`config.mk`:
```
export PLATFORM = sky130hd
export DESIGN_NAME = keypad_entry_flat
export DESIGN_NICKNAME = d
export VERILOG_FILES = /design/src/rtl/keypad_entry_if.sv /design/src/rtl/keypad_entry.sv /design/src/flat_wrapper.sv
export SDC_FILE = /design/constraint.sdc
export NUM_CORES = 1
export LEC_CHECK = 0
export ABC_AREA = 1
export BUFFER_PORTS_ARGS = -buffer_cell sky130_fd_sc_hd__buf_2
export CORE_MARGIN = 2
export CORE_UTILIZATION = 50
export CTS_CLUSTER_DIAMETER = 80
export DETAILED_ROUTE_END_ITERATION = 10
export GPL_ROUTABILITY_DRIVEN = 0
export PLACE_DENSITY = 0.8
export SLEW_MARGIN = 40
export SYNTH_ARGS = -nofsm -noshare
export SYNTH_HDL_FRONTEND = slang
export SYNTH_SLANG_ARGS = --single-unit
```
`constraint.sdc`:
```
create_clock -name CLOCK_50 -period 3.1 [get_ports CLOCK_50]
set_clock_uncertainty 0.05 [all_clocks]
set_input_delay 0.62 -clock CLOCK_50 [delete_from_list [all_inputs] [get_ports CLOCK_50]]
set_output_delay 0.62 -clock CLOCK_50 [all_outputs]
set_load 0.05 [all_outputs]
```
`src/rtl/keypad_entry_if.sv`:
```
// Keypad pins plus the packed-BCD number-entry bus that feeds the seven-segment display.
interface keypad_entry_if;
  logic [3:0]  KEY_ROW;
  logic [3:0]  KEY_COL;
  logic [31:0] num;
  logic        key_valid;
  logic [3:0]  key_code;
  logic [3:0]  digit_cnt;
  logic        full;

  modport master (
    input  KEY_ROW,
    output KEY_COL, num, key_valid, key_code, digit_cnt, full
  );

  modport slave (
    output KEY_ROW,
    input  KEY_COL, num, key_valid, key_code, digit_cnt, full
  );
endinterface

```
`src/rtl/keypad_entry.sv`:
```
// 4x4 keypad scanner with debounce and packed-BCD number entry.
// Optional auto-repeat while a key is held: define KEYPAD_AUTOREPEAT_EN.
module keypad_entry #(
  parameter int CLK_HZ             = 50_000_000,
  parameter int SCAN_HZ            = 1000,
  parameter int DEBOUNCE_TICKS     = 20,
  parameter int REPEAT_DELAY_TICKS = 500,
  parameter int REPEAT_RATE_TICKS  = 100
) (
  input  logic           CLOCK_50,
  input  logic           RESET,
  keypad_entry_if.master kp
);

  localparam int TICK_DIV = CLK_HZ / SCAN_HZ;
  localparam int TW = (TICK_DIV > 1) ? $clog2(TICK_DIV) : 1;
  localparam logic [TW-1:0] TICK_LAST = TW'(TICK_DIV - 1);
  localparam int DW = (DEBOUNCE_TICKS > 1) ? $clog2(DEBOUNCE_TICKS) : 1;
  localparam logic [DW-1:0] DEB_LAST = DW'(DEBOUNCE_TICKS - 1);

  typedef enum logic [1:0] {SCAN, DEBOUNCE, HELD} state_t;

  logic [TW-1:0] tick_cnt;
  logic          tick;
  logic [3:0]    row_p0, row_p1;
  state_t        state;
  logic [1:0]    col, row_q;
  logic [3:0]    col_n;
  logic [DW-1:0] deb_cnt;
  logic [31:0]   num_q;
  logic          key_valid_q;
  logic [3:0]    key_code_q, digit_cnt_q;

`ifdef KEYPAD_AUTOREPEAT_EN
  localparam int RMAX = (REPEAT_DELAY_TICKS > REPEAT_RATE_TICKS) ? REPEAT_DELAY_TICKS : REPEAT_RATE_TICKS;
  localparam int RW = (RMAX > 1) ? $clog2(RMAX) : 1;
  localparam logic [RW-1:0] REP_DELAY_LAST = RW'(REPEAT_DELAY_TICKS - 1);
  localparam logic [RW-1:0] REP_RATE_LAST  = RW'(REPEAT_RATE_TICKS - 1);
  logic [RW-1:0] rep_cnt;
  logic          rep_on;
`else
  logic unused_repeat_cfg;
  assign unused_repeat_cfg = ^{REPEAT_DELAY_TICKS, REPEAT_RATE_TICKS};
`endif

  assign tick = (tick_cnt == TICK_LAST);

  // Lowest-index active-low row wins when several rows are pressed together.
  function automatic logic [1:0] low_row(input logic [3:0] r);
    if (!r[0])      return 2'd0;
    else if (!r[1]) return 2'd1;
    else if (!r[2]) return 2'd2;
    return 2'd3;
  endfunction

  // Returns {digit_cnt, num} after applying one key action.
  function automatic logic [35:0] next_entry(input logic [3:0] code, input logic [3:0] cnt,
                                             input logic [31:0] n);
    logic [35:0] r;
    r = {cnt, n};
    if (code <= 4'd9) begin
      if (cnt < 4'd8) r = {cnt + 4'd1, n[27:0], code};
    end else if (code == 4'd10) begin
      r = '0;
    end else if (code == 4'd11) begin
      if (cnt != 4'd0) r = {cnt - 4'd1, 4'h0, n[31:4]};
    end
    return r;
  endfunction

  task automatic accept_key();
    key_valid_q <= 1'b1;
    key_code_q  <= {row_q, col};
    {digit_cnt_q, num_q} <= next_entry({row_q, col}, digit_cnt_q, num_q);
  endtask

  task automatic advance_col();
    col   <= col + 2'd1;
    col_n <= {col_n[2:0], col_n[3]};
    state <= SCAN;
  endtask

  always_ff @(posedge CLOCK_50 or negedge RESET) begin
    if (!RESET) begin
      tick_cnt    <= '0;
      row_p0      <= 4'hF;
      row_p1      <= 4'hF;
      state       <= SCAN;
      col         <= 2'd0;
      col_n       <= 4'b1110;
      row_q       <= 2'd0;
      deb_cnt     <= '0;
      num_q       <= '0;
      key_valid_q <= 1'b0;
      key_code_q  <= 4'd0;
      digit_cnt_q <= 4'd0;
`ifdef KEYPAD_AUTOREPEAT_EN
      rep_cnt     <= '0;
      rep_on      <= 1'b0;
`endif
    end else begin
      // Stage p0/p1: two-flop synchronizer on the asynchronous row inputs
      row_p0      <= kp.KEY_ROW;
      row_p1      <= row_p0;
      key_valid_q <= 1'b0;
      tick_cnt    <= tick ? '0 : tick_cnt + 1'b1;

      if (tick) begin
        case (state)
          SCAN: begin
            if (&row_p1) begin
              advance_col();
            end else begin
              row_q   <= low_row(row_p1);
              deb_cnt <= '0;
              state   <= DEBOUNCE;
            end
          end
          DEBOUNCE: begin
            if (row_p1[row_q]) begin
              advance_col();
            end else if (deb_cnt == DEB_LAST) begin
              accept_key();
              deb_cnt <= '0;
              state   <= HELD;
`ifdef KEYPAD_AUTOREPEAT_EN
              rep_cnt <= '0;
              rep_on  <= 1'b0;
`endif
            end else begin
              deb_cnt <= deb_cnt + 1'b1;
            end
          end
          HELD: begin
            if (row_p1[row_q]) begin
`ifdef KEYPAD_AUTOREPEAT_EN
              rep_cnt <= '0;
              rep_on  <= 1'b0;
`endif
              if (deb_cnt == DEB_LAST) begin
                deb_cnt <= '0;
                advance_col();
              end else begin
                deb_cnt <= deb_cnt + 1'b1;
              end
            end else begin
              deb_cnt <= '0;
`ifdef KEYPAD_AUTOREPEAT_EN
              // First repeat after the long delay, then at the shorter rate.
              if (!rep_on) begin
                if (rep_cnt == REP_DELAY_LAST) begin
                  accept_key();
                  rep_cnt <= '0;
                  rep_on  <= 1'b1;
                end else begin
                  rep_cnt <= rep_cnt + 1'b1;
                end
              end else if (rep_cnt == REP_RATE_LAST) begin
                accept_key();
                rep_cnt <= '0;
              end else begin
                rep_cnt <= rep_cnt + 1'b1;
              end
`endif
            end
          end
          default: state <= SCAN;
        endcase
      end
    end
  end

  assign kp.KEY_COL   = col_n;
  assign kp.num       = num_q;
  assign kp.key_valid = key_valid_q;
  assign kp.key_code  = key_code_q;
  assign kp.digit_cnt = digit_cnt_q;
  assign kp.full      = (digit_cnt_q == 4'd8);

endmodule
```
`src/flat_wrapper.sv`:
```
// flat-port wrapper written by rule: the top's interface ports become plain ports
module keypad_entry_flat 
#(
  parameter int CLK_HZ             = 50_000_000,
  parameter int SCAN_HZ            = 1000,
  parameter int DEBOUNCE_TICKS     = 20,
  parameter int REPEAT_DELAY_TICKS = 500,
  parameter int REPEAT_RATE_TICKS  = 100
)
  (CLOCK_50, RESET, kp_KEY_ROW, kp_KEY_COL, kp_num, kp_key_valid, kp_key_code, kp_digit_cnt, kp_full);
  keypad_entry_if kp_i ();
  input  logic CLOCK_50;
  input  logic RESET;
  input wire logic [$bits(kp_i.KEY_ROW)-1:0] kp_KEY_ROW;
  output wire logic [$bits(kp_i.KEY_COL)-1:0] kp_KEY_COL;
  output wire logic [$bits(kp_i.num)-1:0] kp_num;
  output wire logic [$bits(kp_i.key_valid)-1:0] kp_key_valid;
  output wire logic [$bits(kp_i.key_code)-1:0] kp_key_code;
  output wire logic [$bits(kp_i.digit_cnt)-1:0] kp_digit_cnt;
  output wire logic [$bits(kp_i.full)-1:0] kp_full;
  assign kp_i.KEY_ROW = kp_KEY_ROW;
  assign kp_KEY_COL = kp_i.KEY_COL;
  assign kp_num = kp_i.num;
  assign kp_key_valid = kp_i.key_valid;
  assign kp_key_code = kp_i.key_code;
  assign kp_digit_cnt = kp_i.digit_cnt;
  assign kp_full = kp_i.full;
  keypad_entry #(.CLK_HZ(CLK_HZ), .SCAN_HZ(SCAN_HZ), .DEBOUNCE_TICKS(DEBOUNCE_TICKS), .REPEAT_DELAY_TICKS(REPEAT_DELAY_TICKS), .REPEAT_RATE_TICKS(REPEAT_RATE_TICKS)) u_core (.CLOCK_50(CLOCK_50), .RESET(RESET), .kp(kp_i));
endmodule
```
* After elaboration in Yosys (flattened, before gate mapping)
Index checks and enable logic that the tools add are counted.
** Storage, ports and cells
- Flip-flop bits (word level) :: 80
- Latch bits :: 0
- Memory bits (writable) :: 0
- Bits in read-only memories :: 0
- Bits of input ports :: 6
- Output and inout bits :: 46
- Logic and storage cells :: 92
- Memories kept :: 0
** Operators by class
- Add/subtract/negate cells :: 5
- Multipliers :: 0
- Divide/modulo/power cells :: 0
- $lt $le $gt $ge :: 3
- Equality and inequality tests :: 15
- Shift-type cells :: 0
- Multiplexer cells :: 43
- Bitwise logic cells :: 2
- Reduce and logical (&&, ||, !) cells :: 12
** Operators by type and width (count)
- $mux 36 :: 5
- $mux 2 :: 12
- $mux 5 :: 4
- $add 16x1->16 const B :: 1
- $eq 16x16->1 const B :: 1
- $mux 16 :: 1
- $mux 4 :: 4
- $reduce_and 4->1 :: 4
- $pmux 5 s3 :: 1
- $eq 4x4->1 const B :: 3
- $mux 1 :: 12
- $pmux 2 s3 :: 2
- $pmux 4 s3 :: 1
- $reduce_bool 3->1 :: 3
- $ne 2x1->1 const B :: 4
- $reduce_and 7->1 :: 1
- $ne 2x2->1 const B :: 3
- $reduce_and 6->1 :: 1
- $add 5x1->5 const B :: 1
- $eq 5x5->1 const B :: 1
- $add 4x1->4 const B :: 1
- $le 4x4->1 const B :: 1
- $lt 4x4->1 const B :: 1
- $reduce_bool 4->1 :: 1
- 10 further kinds :: 11

* Longest topological paths before layout
Gate-level depths: netlist (run 1).
- Depth after elaboration :: 7
- Gate-level depth with buffers :: 11
- Mapped depth without buffers :: 10

* Least setup slack after synthesis (run 1)
OpenSTA, ideal clock, no wires.
- Kind :: reg2out
- Start :: reg u_core.digit_cnt_q[0] (netlist: u_core.kp.digit_cnt[0])
- End :: out kp_full
- Arrival :: 2.038 ns
- Required time :: 2.430 ns
- Slack :: 0.392 ns
- Cell stages (with the launch flop) :: 5
- Buffers on the path :: 0
- Cell sequence :: dfrtp_1 -> inv_1 -> ha_1 -> inv_1 -> nor3_1
** On the way
- Cells in the longest elaborated chain, start to end :: 1
** RTL lines
- start, declared :: RTL line keypad_entry.sv:32 : logic [3:0] key_code_q, digit_cnt_q;
- start signal, assigned :: RTL line keypad_entry.sv:96 : digit_cnt_q <= 4'd0;
- $eq 4x4->1 :: RTL line keypad_entry.sv:178 : assign kp.full = (digit_cnt_q == 4'd8);
- end, declared :: RTL line flat_wrapper.sv:20 : output wire logic [$bits(kp_i.full)-1:0] kp_full;
No other way between the ends.

* Worst setup path after layout (run 1)
- Start :: reg u_core.col[0]
- End :: reg u_core.num_q[10] (netlist: u_core.kp.num[10])
** On the way
- Cells in the longest elaborated chain, start to end :: 3
- Elaborated cells on any way between the ends :: 9
- Classes of those cells :: order compare: 1; eq/ne: 3; mux: 2; reduce/logical: 3
** RTL lines
- start, declared :: RTL line keypad_entry.sv:27 : logic [1:0] col, row_q;
- start signal, assigned :: RTL line keypad_entry.sv:89 : col <= 2'd0;
- $le 4x4->1 (tied with other cells) :: RTL line keypad_entry.sv:61 : if (code <= 4'd9) begin
- $ne 2x2->1 (no source line) (tied with other cells)
- $reduce_and 7->1 (no source line) / $mux 36 (equally long branches)
- end signal, assigned :: RTL line keypad_entry.sv:93 : num_q <= '0;
- end, declared :: RTL line keypad_entry.sv:30 : logic [31:0] num_q;
Several ways; a longest one is shown, not always the timed one.
A chain may end at the register's enable or synchronous reset.

==> results of run 1 <==
[cells by family after synthesis]
group	Yosys count	share of synthesized area (%)
and+or+nand+nor	371	36.2
DFF	80	47.7
adders and majority gates	13	3.85
AOI/OAI and AO/OA	27	3.61
xor gates and xnor gates	13	2.69
buffers and inverters	63	5.95
[Yosys cell counts]
cell type and number:
inv_1 42, nand2_1 243, dfstp_2 11, xor2_1 8, xnor2_1 5, nor3_1 4, o21ai_1 1, o22ai_1 2
nand3b_1 5, o21ai_0 15, a31oi_1 1, nor2_2 2, a211oi_1 1, nand3_2 1, o21ai_2 1, nand4_1 3
a21oi_1 3, o21bai_1 1, nor2_4 2, nor2_1 46, clkbuf_1 4, o211ai_1 1, ha_1 13, buf_2 12
inv_2 5, o21a_1 1, dfrtp_1 69, nand3_1 65
[cell usage in the layout, fill, tap and decap left out, drive strengths merged]
cell and n:
clkinv 2, nor3 4, bufinv 1, nor2 50, buf 54, dfstp 11, clkinvlp 1, nand2 243
a21oi 3, nand4 3, o21a 1, a31oi 1, nand3b 5, xnor2 5, o21ai 17, xor2 8
nand3 66, o211ai 1, inv 49, a211oi 1, o22ai 2, clkbuf 10, ha 13, o21bai 1
dfrtp 69
[worst paths after layout]
| kind | from | to | slack (ps) | cells past startpoint |
|---|---|---|---|---|
| worst min-delay path | RESET | u_core.deb_cnt[1] | 230 | 1 |
| max in group asynchronous | RESET | u_core.kp.KEY_COL[0] | 2260 | 1 |
| worst max-delay path | u_core.col[0] | u_core.kp.num[10] | 610 | 11 |
| worst max register to register | u_core.col[0] | u_core.kp.num[10] | 610 | 11 |
| worst min register to register | u_core.row_p0[3] | u_core.row_p1[3] | 310 | 0 |
| min in group CLOCK_50 | kp_KEY_ROW[0] | u_core.row_p0[0] | 310 | 1 |
[worst max-delay path: stages, from the launching register on]
cell,delay [ps]
dfrtp_1,410
inv_1,120
ha_1,240
o21ai_2,170
nand2_1,100
nand2_1,90
inv_1,70
nor2_4,610
nand2_1,110
buf_4,260
nand2_1,110
nand2_1,50
[per-layer routing]
metal,wire length [um],vias up
li1,-,1876
met1,4390,1829
met2,4490,97
met3,478,14
met4,138,0
met5,0,-
[cell type report]
class / instances / area, um^2
clock buffers: 10 / 128
multi-input cells: 424 / 1960
inverters: 47 / 176
fillers: 745 / 3450
well taps: 105 / 131
repair buffers: 54 / 284
flip-flops and latches: 80 / 2020
clock inverters: 6 / 67.6
[stage by stage]
| stage | hold WS (ps) | setup WS [ps] |
|---|---|---|
| floorplan | 274 | 392 |
| global placement | 296 | 778 |
| detailed placement | 297 | 648 |
| CTS | 273 | 631 |
| global route | 281 | 408 |
| finish | 227 | 609 |
[sequential cells by signal, indices dropped and copies added, names as in the netlist, 2 cells and up]
name / cells
u_core.tick_cnt: 16
u_core.row_q: 2
u_core.kp.num: 32
u_core.row_p1: 4
u_core.kp.key_code: 4
u_core.col: 2
u_core.kp.KEY_COL: 4
u_core.row_p0: 4
u_core.state: 2
u_core.deb_cnt: 5
u_core.kp.digit_cnt: 4
[power groups by stage]
stage                     clock network, mW  logic (mW)  registers, mW
after floorplan                           0     0.00672           1.07
after global placement                    0      0.0317           1.07
after detailed placement                  0      0.0330           1.08
after CTS                             0.785      0.0330           1.05
after global routing                  0.830      0.0379           1.06
final                                 0.776      0.0312           1.05
==> summary.md, run 1 <==
| Metric | Value |
|---|---|
| Sequential fraction of the synthesis area | `47.7%` |
| Sw Ratio | `a little under a quarter` |
| H-Tree Level Count | `3` |
| Antenna Diode Count | `0` |
| Met3 Track Usage GR | `between 5 and 6%` |
| Pwr dens | `391 nW/um^2` |
| Unique masters post-synth | `28` |
| Critical path required time | `3300 ps` |
| Boundary pin count | `52` |
| Post-cts resize count | `0` |
| Clock transition at path regs | `80 ps` |
| Design Area, Final | `4760 um^2` |
| Worst Tran Pin Value | `772 ps` |
| Core Util, Final | `58.0%` |
| P_int | `1.43 mW` |
| Core area | `approximately 8000 um^2` |
| Min Tclk post-route | `2490 ps` |
| Die height | `~96 um` |
| Detail Route Antenna Nets | `0` |
| First-pass GRT wire length | `between 15000 and 20000 um` |
| Max-slew violation count | `0` |
| DRT iter0 DRCs | `224` |
| P_leak | `around 2.7 nW` |
| Max VDD drop | `approximately 300 uV` |
| Vias in the first global route | `approximately 3500` |
| Detailed Place HPWL | `approximately 6700 um` |
| Initial antenna violation count | `0` |
| DR DRC count | `0` |
| Fraction of layout cells with a size suffix above 1 | `14.5%` |
| Syn_nets | `roughly 590` |
| Routed len/inst | `~13 um` |
| Worst Hold Class | `in -> async` |
| Status | `finished, final reports clean` |
| Rows | `33` |
| Layout Cells excl Fill | `726` |
| Worst EP arrival | `2690 ps` |
| Area delta synth->final | `12.7%` |
| GRT Util Overall | `22.1%` |
| Register share of total power | `between 50% and 60%` |
| GRT busiest layer | `met2` |
| RSZ-0062 raised after global routing | `no` |
| Worst setup EP type | `flop` |
| Post-CTS setup buffer count | `0` |
| Finish-stage setup viols | `0` |
| Global Route met2 Usage | `between 30% and 40%` |
| Vias per cell | `5.26` |
| Die Width | `between 90 and 100 um` |
| Worst-skew pair later-pin latency | `360 ps` |
| Synth Register Bits | `80` |
| Top-area cell type share of the netlist area | `40.8%` |
| Via count | `3816` |
| CTS buffer count | `9` |
| Die footprint | `9210 um^2` |
| CTS max path bufs | `2` |
| Final nets | `about 640` |
| CTS Hold Buffers Added | `0` |
| Final period util | `80.3%` |
| Crit Path Max Fanout | `35` |
| Synth top area cells | `dfrtp_1 (41%), nand2_1 (22%), nand3_1 (7.7%), dfstp_2 (6.8%), nor2_1 (4.1%)` |
| Mean post-synth cell area | `7.46 um^2` |
| Total Power | `1.86 mW` |
| Clk root buf | `clkbuf_8` |
| Cell area after synthesis | `4230 um^2` |
| Largest net degree at the start of global routing | `81` |
| Setup TNS | `0 ps` |
| # Max-Cap Violations | `0` |
| Wirelength, routed | `9500 um` |
| Rel. slew slack | `between 40% and 50%` |
| Nature of the critical path startpoint | `flop` |
| GR Overflow Total | `0` |
| Clock sinks | `80` |
| CP Class | `reg -> reg` |
| Warning count from the yosys run | `0` |
| Synthesized instance count | `567` |
| DP Area | `4570 um^2` |
| Synth area leader | `dfrtp_1` |
| Logic pwr share | `roughly 1.7%` |
| Clock power share | `41.7%` |
| IO buf count | `51` |
| Hold Fails Final Rpt | `0` |
| P_sw | `roughly 0.43 mW` |
| Max Clock Freq | `402 MHz` |
| CTS tree | `built` |
| GR Layer Usage met1 | `slightly above 30%` |
| Starting Density | `about half` |
| Drt pass-1 iters | `5` |
| Placed cells | `710` |
Power figures use the tool's default switching activity.
==> run 2, diff against run 1 <==
==> constraint.sdc (replaced) <==
create_clock -name CLOCK_50 -period 2.5 [get_ports CLOCK_50]
set_clock_uncertainty 0.05 [all_clocks]
set_input_delay 0.5 -clock CLOCK_50 [delete_from_list [all_inputs] [get_ports CLOCK_50]]
set_output_delay 0.5 -clock CLOCK_50 [all_outputs]
set_load 0.05 [all_outputs]
==> run 2 against run 1 <==
Count of clock-buffer cells in the layout is 1 lower. Clock power grew 35%. Worst hold slack worse by 160 ps. Sequential power increased by 25%. Fmax grew 11%. Wire length rose by 2.3%. Non-clock buffer count rose by 2. Critical endpoint is now u_core.kp.num[0].
==> summary.md, run 2 (synthesis results as in run 1) <==
| Metric | Value |
|---|---|
| Final nets | `638` |
| # Max-Cap Violations | `0` |
| Most frequent cells in the layout | `nand2_1 (243), dfrtp_1 (69), nand3_1 (65), buf_2 (50), nor2_1 (46)` |
| Setup TNS | `0 ps` |
| Fraction of layout cells with a size suffix above 1 | `15.4%` |
| Min Tclk post-route | `2250 ps` |
| Worst-skew pair later-pin latency | `370 ps` |
| Wirelength, routed | `9720 um` |
| Pwr dens | `around 500 nW/um^2` |
| Die height | `approximately 96 um` |
| Vias in the first global route | `3482` |
| Worst Tran Pin Value | `~770 ps` |
| Clk root buf | `clkbuf_8` |
| Crit Path Max Fanout | `30` |
| GR Layer Usage met1 | `31.4%` |
| Boundary pin count | `52` |
| DR DRC count | `0` |
| Starting Density | `51.5%` |
| Worst setup EP type | `flop` |
| Clock transition at path regs | `80 ps` |
| Met3 Track Usage GR | `around 3.7%` |
| Antenna Diode Count | `0` |
| Critical Path Source | `u_core.col[1]` |
| Largest net degree at the start of global routing | `44` |
| P_leak | `between 2 and 3 nW` |
| CTS buffer count | `9` |
| Nature of the critical path startpoint | `flop` |
| Worst EP arrival | `2450 ps` |
| Core area | `8220 um^2` |
| Final period util | `about nine tenths` |
| Drt pass-1 iters | `5` |
| Max Clock Freq | `444 MHz` |
| Area delta synth->final | `14.1%` |
| CP Class | `reg -> reg` |
| Worst Hold Class | `in -> async` |
| GR Overflow Total | `0` |
| FILL cells | `between 700 and 800` |
| Die footprint | `9210 um^2` |
| Max-slew violation count | `0` |
| Rel. slew slack | `48.8%` |
| Max VDD drop | `246 uV` |
| Finish-stage setup viols | `0` |
| Clock sinks | `80` |
| Detail Route Antenna Nets | `0` |
| Routed len/inst | `13.3 um` |
| Vias per cell | `5.21` |
| GRT busiest layer | `met2` |
| Die Width | `around 96 um` |
| Via count | `approximately 3800` |
| DRT iter0 DRCs | `around 210` |
| Status | `finished, final reports clean` |
| Hold Fails Final Rpt | `0` |
| Initial antenna violation count | `0` |
| H-Tree Level Count | `3` |
| CTS tree | `built` |
| IO buf count | `51` |
| Post-cts resize count | `0` |
| Max reg flops | `32` |
| CTS max path bufs | `2` |
| GRT Util Overall | `22.3%` |
| First-pass GRT wire length | `between 15000 and 20000 um` |
| R2r startpoint | `u_core.col[1]` |
| Global Route met2 Usage | `about a third` |
| Detailed Place HPWL | `roughly 6700 um` |
| Critical path required time | `2700 ps` |
| Rows | `33` |
| RSZ-0062 raised after global routing | `no` |
| Total Power | `2.40 mW` |
| Commonest non-fill, non-tap cell in the layout | `nand2_1` |
-- run 2: where the power goes --
group | switching, mW | internal [mW]
logic | 0.0328 | 0.00924
clock network | 0.489 | 0.561
registers | 0.00313 | 1.30
-- run 2: layout make-up --
class                           instances  area (um^2)  area share (%)
Clock inverter                          7         96.3            2.00
Timing Repair Buffer                   56          308            6.38
Tap cell                              105          131            2.72
Sequential cell                        80         2020            41.8
Multi-Input combinational cell        425         1970            40.9
Clock buffer                            9          124            2.57
Inverter                               47          176            3.66
-- run 2: per-stage QoR --
step | utilization (%) | instances | hold slack, ps | instance area (um^2) | setup slack [ps]
final | 58.7 | 729 | 70.1 | 4820 | 248
after global routing | 58.7 | 729 | 121 | 4820 | 56.8
after global placement | 55.9 | 712 | 295 | 4600 | 163
after floorplan | - | 567 | 154 | 4230 | 331
after detailed placement | 55.9 | 712 | 297 | 4600 | 71.9
after CTS | 58.6 | 728 | 87.0 | 4820 | 38.1
-- run 2: layer usage --
metal  vias to the layer above  part of all wire [%]
met5                         -                     0
met4                         0                   2.1
met3                        22                   5.1
met2                       119                    47
met1                      1780                    46
li1                       1876                     -
-- run 2: path summary, 6_finish.rpt --
kind / endpoint / slack [ps] / cells past startpoint
worst min-delay path: u_core.row_q[0] / 70 / 1
worst max-delay path: u_core.kp.num[0] / 250 / 11
worst max register to register: u_core.kp.num[0] / 250 / 11
min in group CLOCK_50: u_core.row_p0[0] / 180 / 1
max in group asynchronous: u_core.kp.KEY_COL[2] / 1690 / 2
worst min register to register: u_core.row_p1[2] / 310 / 0
-- run 2: timing repair --
action / in CTS / in global routing
setup buffers: 0 / 0
hold buffers: 0 / 0
endpoints found under the setup margin: 0 / 30
-- run 2: critical path, cell delays in order, from the launching register on --
cell and delay [ps]:
dfrtp_1 400, inv_1 100, ha_1 200, o21ai_2 190, nand2_1 90, nand2_1 90
inv_1 100, nor2_4 400, nand2_1 100, buf_4 250, nand2_1 100, nand2_1 60
